===== src/rtl/cmac_axis_pkg.sv =====
// Shared constants and types for the CMAC AXI-Stream TX/RX plumbing in the XDMA clock domain.
package cmac_axis_pkg;

  localparam int XDMA_AXIS_TDATA_WIDTH = 512;
  localparam int XDMA_AXIS_TKEEP_WIDTH = 64;
  localparam int XDMA_AXIS_TUSER_WIDTH = 1;

  localparam logic ARB_PORT_H2C  = 1'b0;
  localparam logic ARB_PORT_PERF = 1'b1;

  typedef enum logic [0:0] {
    IDLE = 1'b0,
    BUSY = 1'b1
  } arb_state_t;

endpackage


===== src/rtl/axis_out_reg.sv =====
// One-stage AXI-Stream output register: captures a beat when loaded and holds it
// stable until the downstream accepts it.
module axis_out_reg
  import cmac_axis_pkg::*;
#(
  parameter int DATA_WIDTH = XDMA_AXIS_TDATA_WIDTH,
  parameter int KEEP_WIDTH = XDMA_AXIS_TKEEP_WIDTH,
  parameter int USER_WIDTH = XDMA_AXIS_TUSER_WIDTH
) (
  input  logic                  clk,
  input  logic                  rst,
  input  logic                  load,
  input  logic [DATA_WIDTH-1:0] in_tdata,
  input  logic [KEEP_WIDTH-1:0] in_tkeep,
  input  logic                  in_tlast,
  input  logic [USER_WIDTH-1:0] in_tuser,
  output logic                  in_ready,
  output logic                  m_axis_tvalid,
  input  logic                  m_axis_tready,
  output logic [DATA_WIDTH-1:0] m_axis_tdata,
  output logic [KEEP_WIDTH-1:0] m_axis_tkeep,
  output logic                  m_axis_tlast,
  output logic [USER_WIDTH-1:0] m_axis_tuser
);

  // The register can take a new beat when empty or when its current beat leaves this cycle.
  assign in_ready = !m_axis_tvalid || m_axis_tready;

  always_ff @(posedge clk or posedge rst) begin
    if (rst) begin
      m_axis_tvalid <= 1'b0;
      m_axis_tdata  <= '0;
      m_axis_tkeep  <= '0;
      m_axis_tlast  <= 1'b0;
      m_axis_tuser  <= '0;
    end else if (load) begin
      m_axis_tvalid <= 1'b1;
      m_axis_tdata  <= in_tdata;
      m_axis_tkeep  <= in_tkeep;
      m_axis_tlast  <= in_tlast;
      m_axis_tuser  <= in_tuser;
    end else if (m_axis_tready) begin
      m_axis_tvalid <= 1'b0;
    end
  end

endmodule


===== src/rtl/cmac_tx_pkt_arbiter.sv =====
// Packet-granular 2:1 AXI-Stream arbiter sharing the CMAC TX stream between host H2C
// (port 0) and the UDP perf generator (port 1), with per-port packet counters.
module cmac_tx_pkt_arbiter
  import cmac_axis_pkg::*;
#(
  parameter int DATA_WIDTH = XDMA_AXIS_TDATA_WIDTH,
  parameter int KEEP_WIDTH = XDMA_AXIS_TKEEP_WIDTH,
  parameter int USER_WIDTH = XDMA_AXIS_TUSER_WIDTH
) (
  input  logic                  xdma_clk,
  input  logic                  xdma_reset,
  input  logic                  arb_enable,
  input  logic                  prio_mode,
  input  logic                  s0_axis_tvalid,
  output logic                  s0_axis_tready,
  input  logic                  s0_axis_tlast,
  input  logic [DATA_WIDTH-1:0] s0_axis_tdata,
  input  logic [KEEP_WIDTH-1:0] s0_axis_tkeep,
  input  logic [USER_WIDTH-1:0] s0_axis_tuser,
  input  logic                  s1_axis_tvalid,
  output logic                  s1_axis_tready,
  input  logic                  s1_axis_tlast,
  input  logic [DATA_WIDTH-1:0] s1_axis_tdata,
  input  logic [KEEP_WIDTH-1:0] s1_axis_tkeep,
  input  logic [USER_WIDTH-1:0] s1_axis_tuser,
  output logic                  m_axis_tvalid,
  input  logic                  m_axis_tready,
  output logic                  m_axis_tlast,
  output logic [DATA_WIDTH-1:0] m_axis_tdata,
  output logic [KEEP_WIDTH-1:0] m_axis_tkeep,
  output logic [USER_WIDTH-1:0] m_axis_tuser,
  output logic                  grant_id,
  output logic                  busy,
  output logic [31:0]           pkt_cnt0,
  output logic [31:0]           pkt_cnt1
);

  // Every stream here obeys valid/ready: a beat transfers on a cycle where both are high,
  // and once valid is raised, valid and payload stay unchanged until that transfer.

  arb_state_t state;
  logic       last_grant;
  logic       sel_port;
  logic       out_ready;
  logic       accept;
  logic       pkt_done;

  logic                  in_valid;
  logic                  in_tlast;
  logic [DATA_WIDTH-1:0] in_tdata;
  logic [KEEP_WIDTH-1:0] in_tkeep;
  logic [USER_WIDTH-1:0] in_tuser;

  assign busy = (state == BUSY);

  // Round-robin ties go to the port that did not win last time; reset favours port 0.
  always_comb begin
    sel_port = ARB_PORT_H2C;
    if (s0_axis_tvalid && s1_axis_tvalid) begin
      sel_port = prio_mode ? ARB_PORT_H2C : ~last_grant;
    end else if (s1_axis_tvalid) begin
      sel_port = ARB_PORT_PERF;
    end
  end

  always_comb begin
    in_valid = s0_axis_tvalid;
    in_tlast = s0_axis_tlast;
    in_tdata = s0_axis_tdata;
    in_tkeep = s0_axis_tkeep;
    in_tuser = s0_axis_tuser;
    if (grant_id == ARB_PORT_PERF) begin
      in_valid = s1_axis_tvalid;
      in_tlast = s1_axis_tlast;
      in_tdata = s1_axis_tdata;
      in_tkeep = s1_axis_tkeep;
      in_tuser = s1_axis_tuser;
    end
  end

  assign s0_axis_tready = busy && (grant_id == ARB_PORT_H2C)  && out_ready;
  assign s1_axis_tready = busy && (grant_id == ARB_PORT_PERF) && out_ready;
  assign accept         = busy && out_ready && in_valid;
  assign pkt_done       = accept && in_tlast;

  always_ff @(posedge xdma_clk or posedge xdma_reset) begin
    if (xdma_reset) begin
      state      <= IDLE;
      grant_id   <= ARB_PORT_H2C;
      last_grant <= ARB_PORT_PERF;
    end else begin
      case (state)
        IDLE: begin
          if (arb_enable && (s0_axis_tvalid || s1_axis_tvalid)) begin
            state      <= BUSY;
            grant_id   <= sel_port;
            last_grant <= sel_port;
          end
        end
        BUSY: begin
          // The grant is held until tlast, even if the source stalls indefinitely.
          if (pkt_done) begin
            state <= IDLE;
          end
        end
        default: state <= IDLE;
      endcase
    end
  end

  always_ff @(posedge xdma_clk or posedge xdma_reset) begin
    if (xdma_reset) begin
      pkt_cnt0 <= 32'd0;
      pkt_cnt1 <= 32'd0;
    end else begin
      if (pkt_done && (grant_id == ARB_PORT_H2C)) begin
        pkt_cnt0 <= pkt_cnt0 + 32'd1;
      end
      if (pkt_done && (grant_id == ARB_PORT_PERF)) begin
        pkt_cnt1 <= pkt_cnt1 + 32'd1;
      end
    end
  end

  axis_out_reg #(
    .DATA_WIDTH (DATA_WIDTH),
    .KEEP_WIDTH (KEEP_WIDTH),
    .USER_WIDTH (USER_WIDTH)
  ) u_out_reg (
    .clk           (xdma_clk),
    .rst           (xdma_reset),
    .load          (accept),
    .in_tdata      (in_tdata),
    .in_tkeep      (in_tkeep),
    .in_tlast      (in_tlast),
    .in_tuser      (in_tuser),
    .in_ready      (out_ready),
    .m_axis_tvalid (m_axis_tvalid),
    .m_axis_tready (m_axis_tready),
    .m_axis_tdata  (m_axis_tdata),
    .m_axis_tkeep  (m_axis_tkeep),
    .m_axis_tlast  (m_axis_tlast),
    .m_axis_tuser  (m_axis_tuser)
  );

endmodule


===== config.mk =====
export PLATFORM = sky130hd
export DESIGN_NAME = cmac_tx_pkt_arbiter
export DESIGN_NICKNAME = d
export VERILOG_FILES = /design/src/rtl/cmac_axis_pkg.sv /design/src/rtl/axis_out_reg.sv /design/src/rtl/cmac_tx_pkt_arbiter.sv
export SDC_FILE = /design/constraint.sdc
export NUM_CORES = 2
export LEC_CHECK = 0
export ABC_AREA = 1
export BUFFER_PORTS_ARGS = -buffer_cell sky130_fd_sc_hd__buf_2
export CORE_AREA = 2 2 703 705
export DETAILED_ROUTE_END_ITERATION = 10
export DIE_AREA = 0 0 705 707
export GPL_TIMING_DRIVEN = 0
export PLACE_DENSITY_LB_ADDON = 0.12
export REMOVE_ABC_BUFFERS = 1
export SYNTH_ARGS = -nofsm -noshare
export SYNTH_HDL_FRONTEND = slang
export SYNTH_SLANG_ARGS = --single-unit

===== constraint.sdc =====
create_clock -name xdma_clk -period 20.9 [get_ports xdma_clk]
set_input_delay 4.18 -clock xdma_clk [delete_from_list [all_inputs] [get_ports xdma_clk]]
set_output_delay 4.18 -clock xdma_clk [all_outputs]
set_load 0.005 [all_outputs]

# Word-level counts from Yosys, hierarchy flattened
# Cells that the tools add are included.
word_totals:
  out_inout_bits: 647
  reg_bits: 646
  input_bits: 1163
classes:
  add_sub_neg: 2
  bitwise: 3
  n_mux: 13
  reduce_logical: 16
ops:
  columns: ["op", "count"]
  rows:
  - ["512-bit two-way mux", 1]
  - ["32-bit by 1-bit adder with 32-bit output, second input constant", 2]
  - ["64-bit two-way mux", 1]
  - ["1-bit logical AND", 11]
  - ["1-bit two-way mux", 10]
  - ["1-bit NOT", 3]
  - ["1-bit logical OR", 2]
  - ["1-bit one-hot mux with 2 select lines", 1]
  - ["2-bit AND reduction", 1]
  - ["2-bit nonzero test", 1]
  - ["1-bit logical NOT", 1]

# Depth between registers and ports, before layout
logic_depth:
  word_depth: 7
  ltp_mapped: 11
  mapped_depth_nobuf: 10

# Modules after synthesis
# Synthesis repeated with hierarchy kept, for this count alone.
hier_totals:
  hier_cells: 4797
  area_unflattened_um2: 32570.0
by_module_without_submodules:
  columns: ["mod", "cells_per_inst", "instances", "seq_area_each_um2", "area_each_um2"]
  rows:
  - ["axis_out_reg", 2446, 1, 14488.9, 21753.4]
  - ["cmac_tx_pkt_arbiter", 2351, 1, 1677.9, 10816.6]

# Worst setup path before layout
# Ideal clock, no wire load.
synth_timing:
  path_type: "input -> output"
  from: "input m_axis_tready"
  to: "output s0_axis_tready"
  setup_slack_ns: 12.126
  t_arrival_ns: 4.594
  n_path_buf: 0
  cell_stages: 4
  t_required_ns: 16.720
  cell_sequence: "inv_1 > a21oi_2 > inv_1 > nor2_1"
synth_between:
  elab_chain_len: 2
synth_lines:
  columns: ["item", "line", "text"]
  rows:
  - ["start: declaration", "cmac_tx_pkt_arbiter.sv:27", "input logic m_axis_tready,"]
  - ["1-bit logical OR", "axis_out_reg.sv:27", "assign in_ready = !m_axis_tvalid || m_axis_tready;"]
  - ["1-bit logical AND", "cmac_tx_pkt_arbiter.sv:81", "assign s0_axis_tready = busy && (grant_id == ARB_PORT_H2C) && out_ready;"]
  - ["end: declaration", "cmac_tx_pkt_arbiter.sv:15", "output logic s0_axis_tready,"]
# No other way between the ends.

# Final worst setup path
layout_timing:
  from: "input m_axis_tready"
  to: "output s1_axis_tready"
layout_between:
  elab_chain_len: 2
layout_lines:
  columns: ["item", "line", "text"]
  rows:
  - ["1-bit logical OR", "axis_out_reg.sv:27", null]
  - ["1-bit logical AND", "cmac_tx_pkt_arbiter.sv:82", "assign s1_axis_tready = busy && (grant_id == ARB_PORT_PERF) && out_ready;"]
  - ["end: declaration", "cmac_tx_pkt_arbiter.sv:21", "output logic s1_axis_tready,"]
# No other way between the ends.

==> results by group <==
Outcome
  – Status: complete, no violations

Floorplan
  – Die Y: 707 um
  – Io pins: 1810
  – Site Rows: 258
  – Core area: 492000 um2
  – Area of the die: 498000 um2
  – Initial Utilization: 6.00%
  – Die W: 705 um

Power and ir drop
  – Power, Total: 0.00749 W
  – Sequential Power Share: 29.1%
  – Combinational power share: 45.4%
  – Leakage: 21.8 nW
  – Internal power: 0.00407 W
  – Clock power share: 25.4%
  – Worst VDD drop: 0.0000826 V
  – Switching power total: 0.00342 W
  – PwrDens: 149 nW/um2
  – Net Sw Frac: 45.7%

GRT
  – Aggregate global-route resource usage: 12.3%
  – Largest net degree at the start of global routing: 160
  – First-pass GRT wire length: 399 mm
  – Antenna violations before repair: 420
  – Vias in the first global route: 34811
  – Grt total ovfl: 0

CTS
  – CTS Sinks: 646
  – CTS tree: done
  – Post-CTS Hold Fix Bufs: 0
  – Post-CTS resize count: 0
  – Root buffer cell: clkbuf_16
  – CTS Buffer Depth: 4
  – H-Tree Depth: 3
  – Post-CTS Setup Repair Bufs: 0
  – Worst skew pair latency: 0.82 ns
  – CTS buffer count: 106
  – Reg clk slew, reported paths: 0.06 ns

Timing
  – Part of the cycle the worst path needs: 46.2%
  – RSZ-0062 raised after global routing: no
  – Worst Setup Slack, final: 11.24 ns
  – Worst slew margin: 31.2%
  – Worst-Margin Slew: 1.03 ns
  – Fin. max-slew vios: 0
  – Tmin final: 9.66 ns
  – Final Hold Viols: 0
  – Finish-stage setup viols: 0
  – FMAX: 104 MHz
  – Fin Clk Skew: 0.0250 ns

Routing
  – Per-cell routed wire length: 26.7 um
  – DRC violations left: 0
  – Via count: 35563
  – Vias per Instance: 2.95
  – M1 wire length: 127 mm
  – Post-route ant nets: 0
  – Met3 WL: 35.3 mm
  – Initial DRC Count: 2305
  – DR top layer: met5
  – Pre-antenna DRT Iters: 5
  – Detailed Route WL: 321 mm
  – Wire length on met2: 147 mm

Cells and area
  – Area of the multi-input gates: 11900 um2
  – Number of nets in the layout: 6522
  – Layout Area Growth over Synthesis: 70.1%
  – Post-Layout Inst Area: 50200 um2
  – Storage cell area: 16200 um2
  – Filler instances: 57862
  – Fraction of layout cells with a size suffix above 1: 37.0%

Synth
  – Syn Std Cell Area: 29500 um2
  – Sequential area share after synthesis: 54.8%
  – Synthesized flop and latch total: 646
  – Yosys warnings: 0
  – Mean Syn Cell Area: 8.05 um2
  – Syn Inst Count: 3669
  – Synth unique cells: 27

Min path
  – Min-Delay Path Class: reg2reg

Worst setup path
  – Worst Path Required: 16.72 ns
  – Crit Path Category: in2out
  – Worst setup EP type: output port
  – CP Max Fanout: 5
  – CP Cell Sequence: buf_2 > inv_1 > a21oi_2 > inv_1 > nor2_1 > buf_2
  – CP max-delay cell: nor2_1
  – Kind of start point of the critical path: input port
  – CP delay by family, top: buffers and inverters
  – Crit path DAT: 5.48 ns
  – Slowest stage delay, CP: 0.46 ns
  – Bufs and invs on worst path: 4

Placement
  – Final GP Congestion: 0.949
  – Hpwl dp: 275 mm
  – Number of port buffers: 1809
  – Area after DPL: 46400 um2
  – Post-Place Setup Slack: 11.08 ns

Job
  – Max_cap viols: 0
==> synthesized netlist by cell type, drive strengths merged <==
cell type	number	area, um2
clkbuf	101	379
nor2	666	2500
clkinv	2	8.75
a31oi	577	3610
o21ai	6	30.0
nand2	1356	5090
nand4	10	62.6
o211ai	1	7.51
nand3b	22	165
xnor2	8	70.1
xor2	21	184
dfrtp	645	16100
ha	2	25.0
nor3b	1	7.51
a21oi	1	8.76
dfstp	1	26.3
nor3	3	15.0
nand3	27	135
inv	61	229
buf	158	818
==> metal layers <==
metal  GRT usage [%]  vias to the layer above
met3            5.92                      764
met2            20.3                     1917
met4            3.07                      186
li1                -                    15646
met5               0                        -
met1            14.3                    17050
==> through the flow <==
stage / util [%] / TNS [ns] / hold WS (ns) / std cells
2_1_floorplan: - / -2939.51 / 0.446 / 3410
3_3_place_gp: 9.26 / - / 0.469 / 11719
3_5_place_dp: 9.43 / 0 / 0.471 / 11749
4_1_cts: 10.2 / 0 / 0.487 / 11943
5_1_grt: 10.2 / 0 / 0.509 / 11976
6_report: 10.2 / 0 / 0.483 / 12058
==> power by group through the flow <==
stage	Clock (W)	Sequential (W)	Combinational (W)
floorplan	0	0.00232	0.00172
global placement	0	0.00246	0.00415
detailed placement	0	0.00221	0.00357
CTS	0.00201	0.00220	0.00358
global route	0.00203	0.00227	0.00377
finish	0.00190	0.00218	0.00340
==> worst register-to-register path, delay by kind of cell (launching register included) <==
kind,cells,cell delay [ns]
buffers and inverters,9,3.94
AND/OR/NAND/NOR,4,0.95
flip-flops,1,0.62
AO/OA/AOI/OAI,1,0.17
==> cell families after synthesis <==
logic type,after synthesis,synth area share [%]
AND/OR/NAND/NOR,2085,27.0
XOR/XNOR,29,0.860
adder cells (fa/ha/maj),2,0.0848
AO/OA/AOI/OAI,585,12.4
flip-flops,646,54.8
buffers and inverters,322,4.86
==> path summary, 6_finish.rpt <==
kind / from / to / cells past startpoint / slack [ns]
setup / recovery: m_axis_tready / s1_axis_tready / 6 / 11.24
hold / removal: u_out_reg.m_axis_tlast$_DFFE_PP0P_ / u_out_reg.m_axis_tlast$_DFFE_PP0P_ / 2 / 0.48
hold reg to reg: u_out_reg.m_axis_tlast$_DFFE_PP0P_ / u_out_reg.m_axis_tlast$_DFFE_PP0P_ / 2 / 0.48
max in group asynchronous: xdma_reset / u_out_reg.m_axis_tdata[455]$_DFFE_PP0P_ / 6 / 14.93
setup reg to reg: grant_id$_DFFE_PP0P_ / u_out_reg.m_axis_tdata[153]$_DFFE_PP0P_ / 14 / 15.14
min in group asynchronous: xdma_reset / u_out_reg.m_axis_tdata[63]$_DFFE_PP0P_ / 2 / 3.38
==> registers in the layout (all words and copies together), names as in the netlist <==
name	cells
busy	1
grant_id	1
last_grant	1
pkt_cnt0	32
pkt_cnt1	32
u_out_reg.m_axis_tdata	512
u_out_reg.m_axis_tkeep	64
u_out_reg.m_axis_tlast	1
u_out_reg.m_axis_tuser	1
u_out_reg.m_axis_tvalid	1
==> cells in the final DEF, fill, tap and decap left out <==
master     synthesis  final
buf_2            147   1809
nand2_1         1354   1354
nor2_1           664    664
dfrtp_1          645    644
a31oi_1          577    577
diode_2            0    115
clkbuf_16          0    108
inv_1             60     59
clkbuf_8           0     31
clkbuf_1         101     28
buf_16             0     28
nand3_1           27     27
nand3b_1          22     22
xor2_1            21     21
clkinv_2           1     12
nand4_1           10     10
xnor2_1            8      8
bufinv_16          0      7
o21ai_0            6      6
inv_6              0      4
nor3_1             3      3
clkinv_4           0      3
clkinv_8           0      2
nand2_2            2      2
inv_8              0      2
nor2_2             2      2
ha_1               2      2
buf_12             0      2
a21oi_2            1      1
clkinv_1           1      1
o211ai_1           1      1
nor3b_1            1      1
dfrtp_4            0      1
dfstp_2            1      1
==> layout make-up <==
cell class,count,area share (%)
sequential,646,32.2
multi-input combinational,2701,23.7
timing repair buffer,1839,19.6
tap,6500,16.2
clock buffer,167,6.44
clock inverter,27,0.693
antenna,115,0.573
inverter,63,0.526
Power figures use the tool's default switching activity.
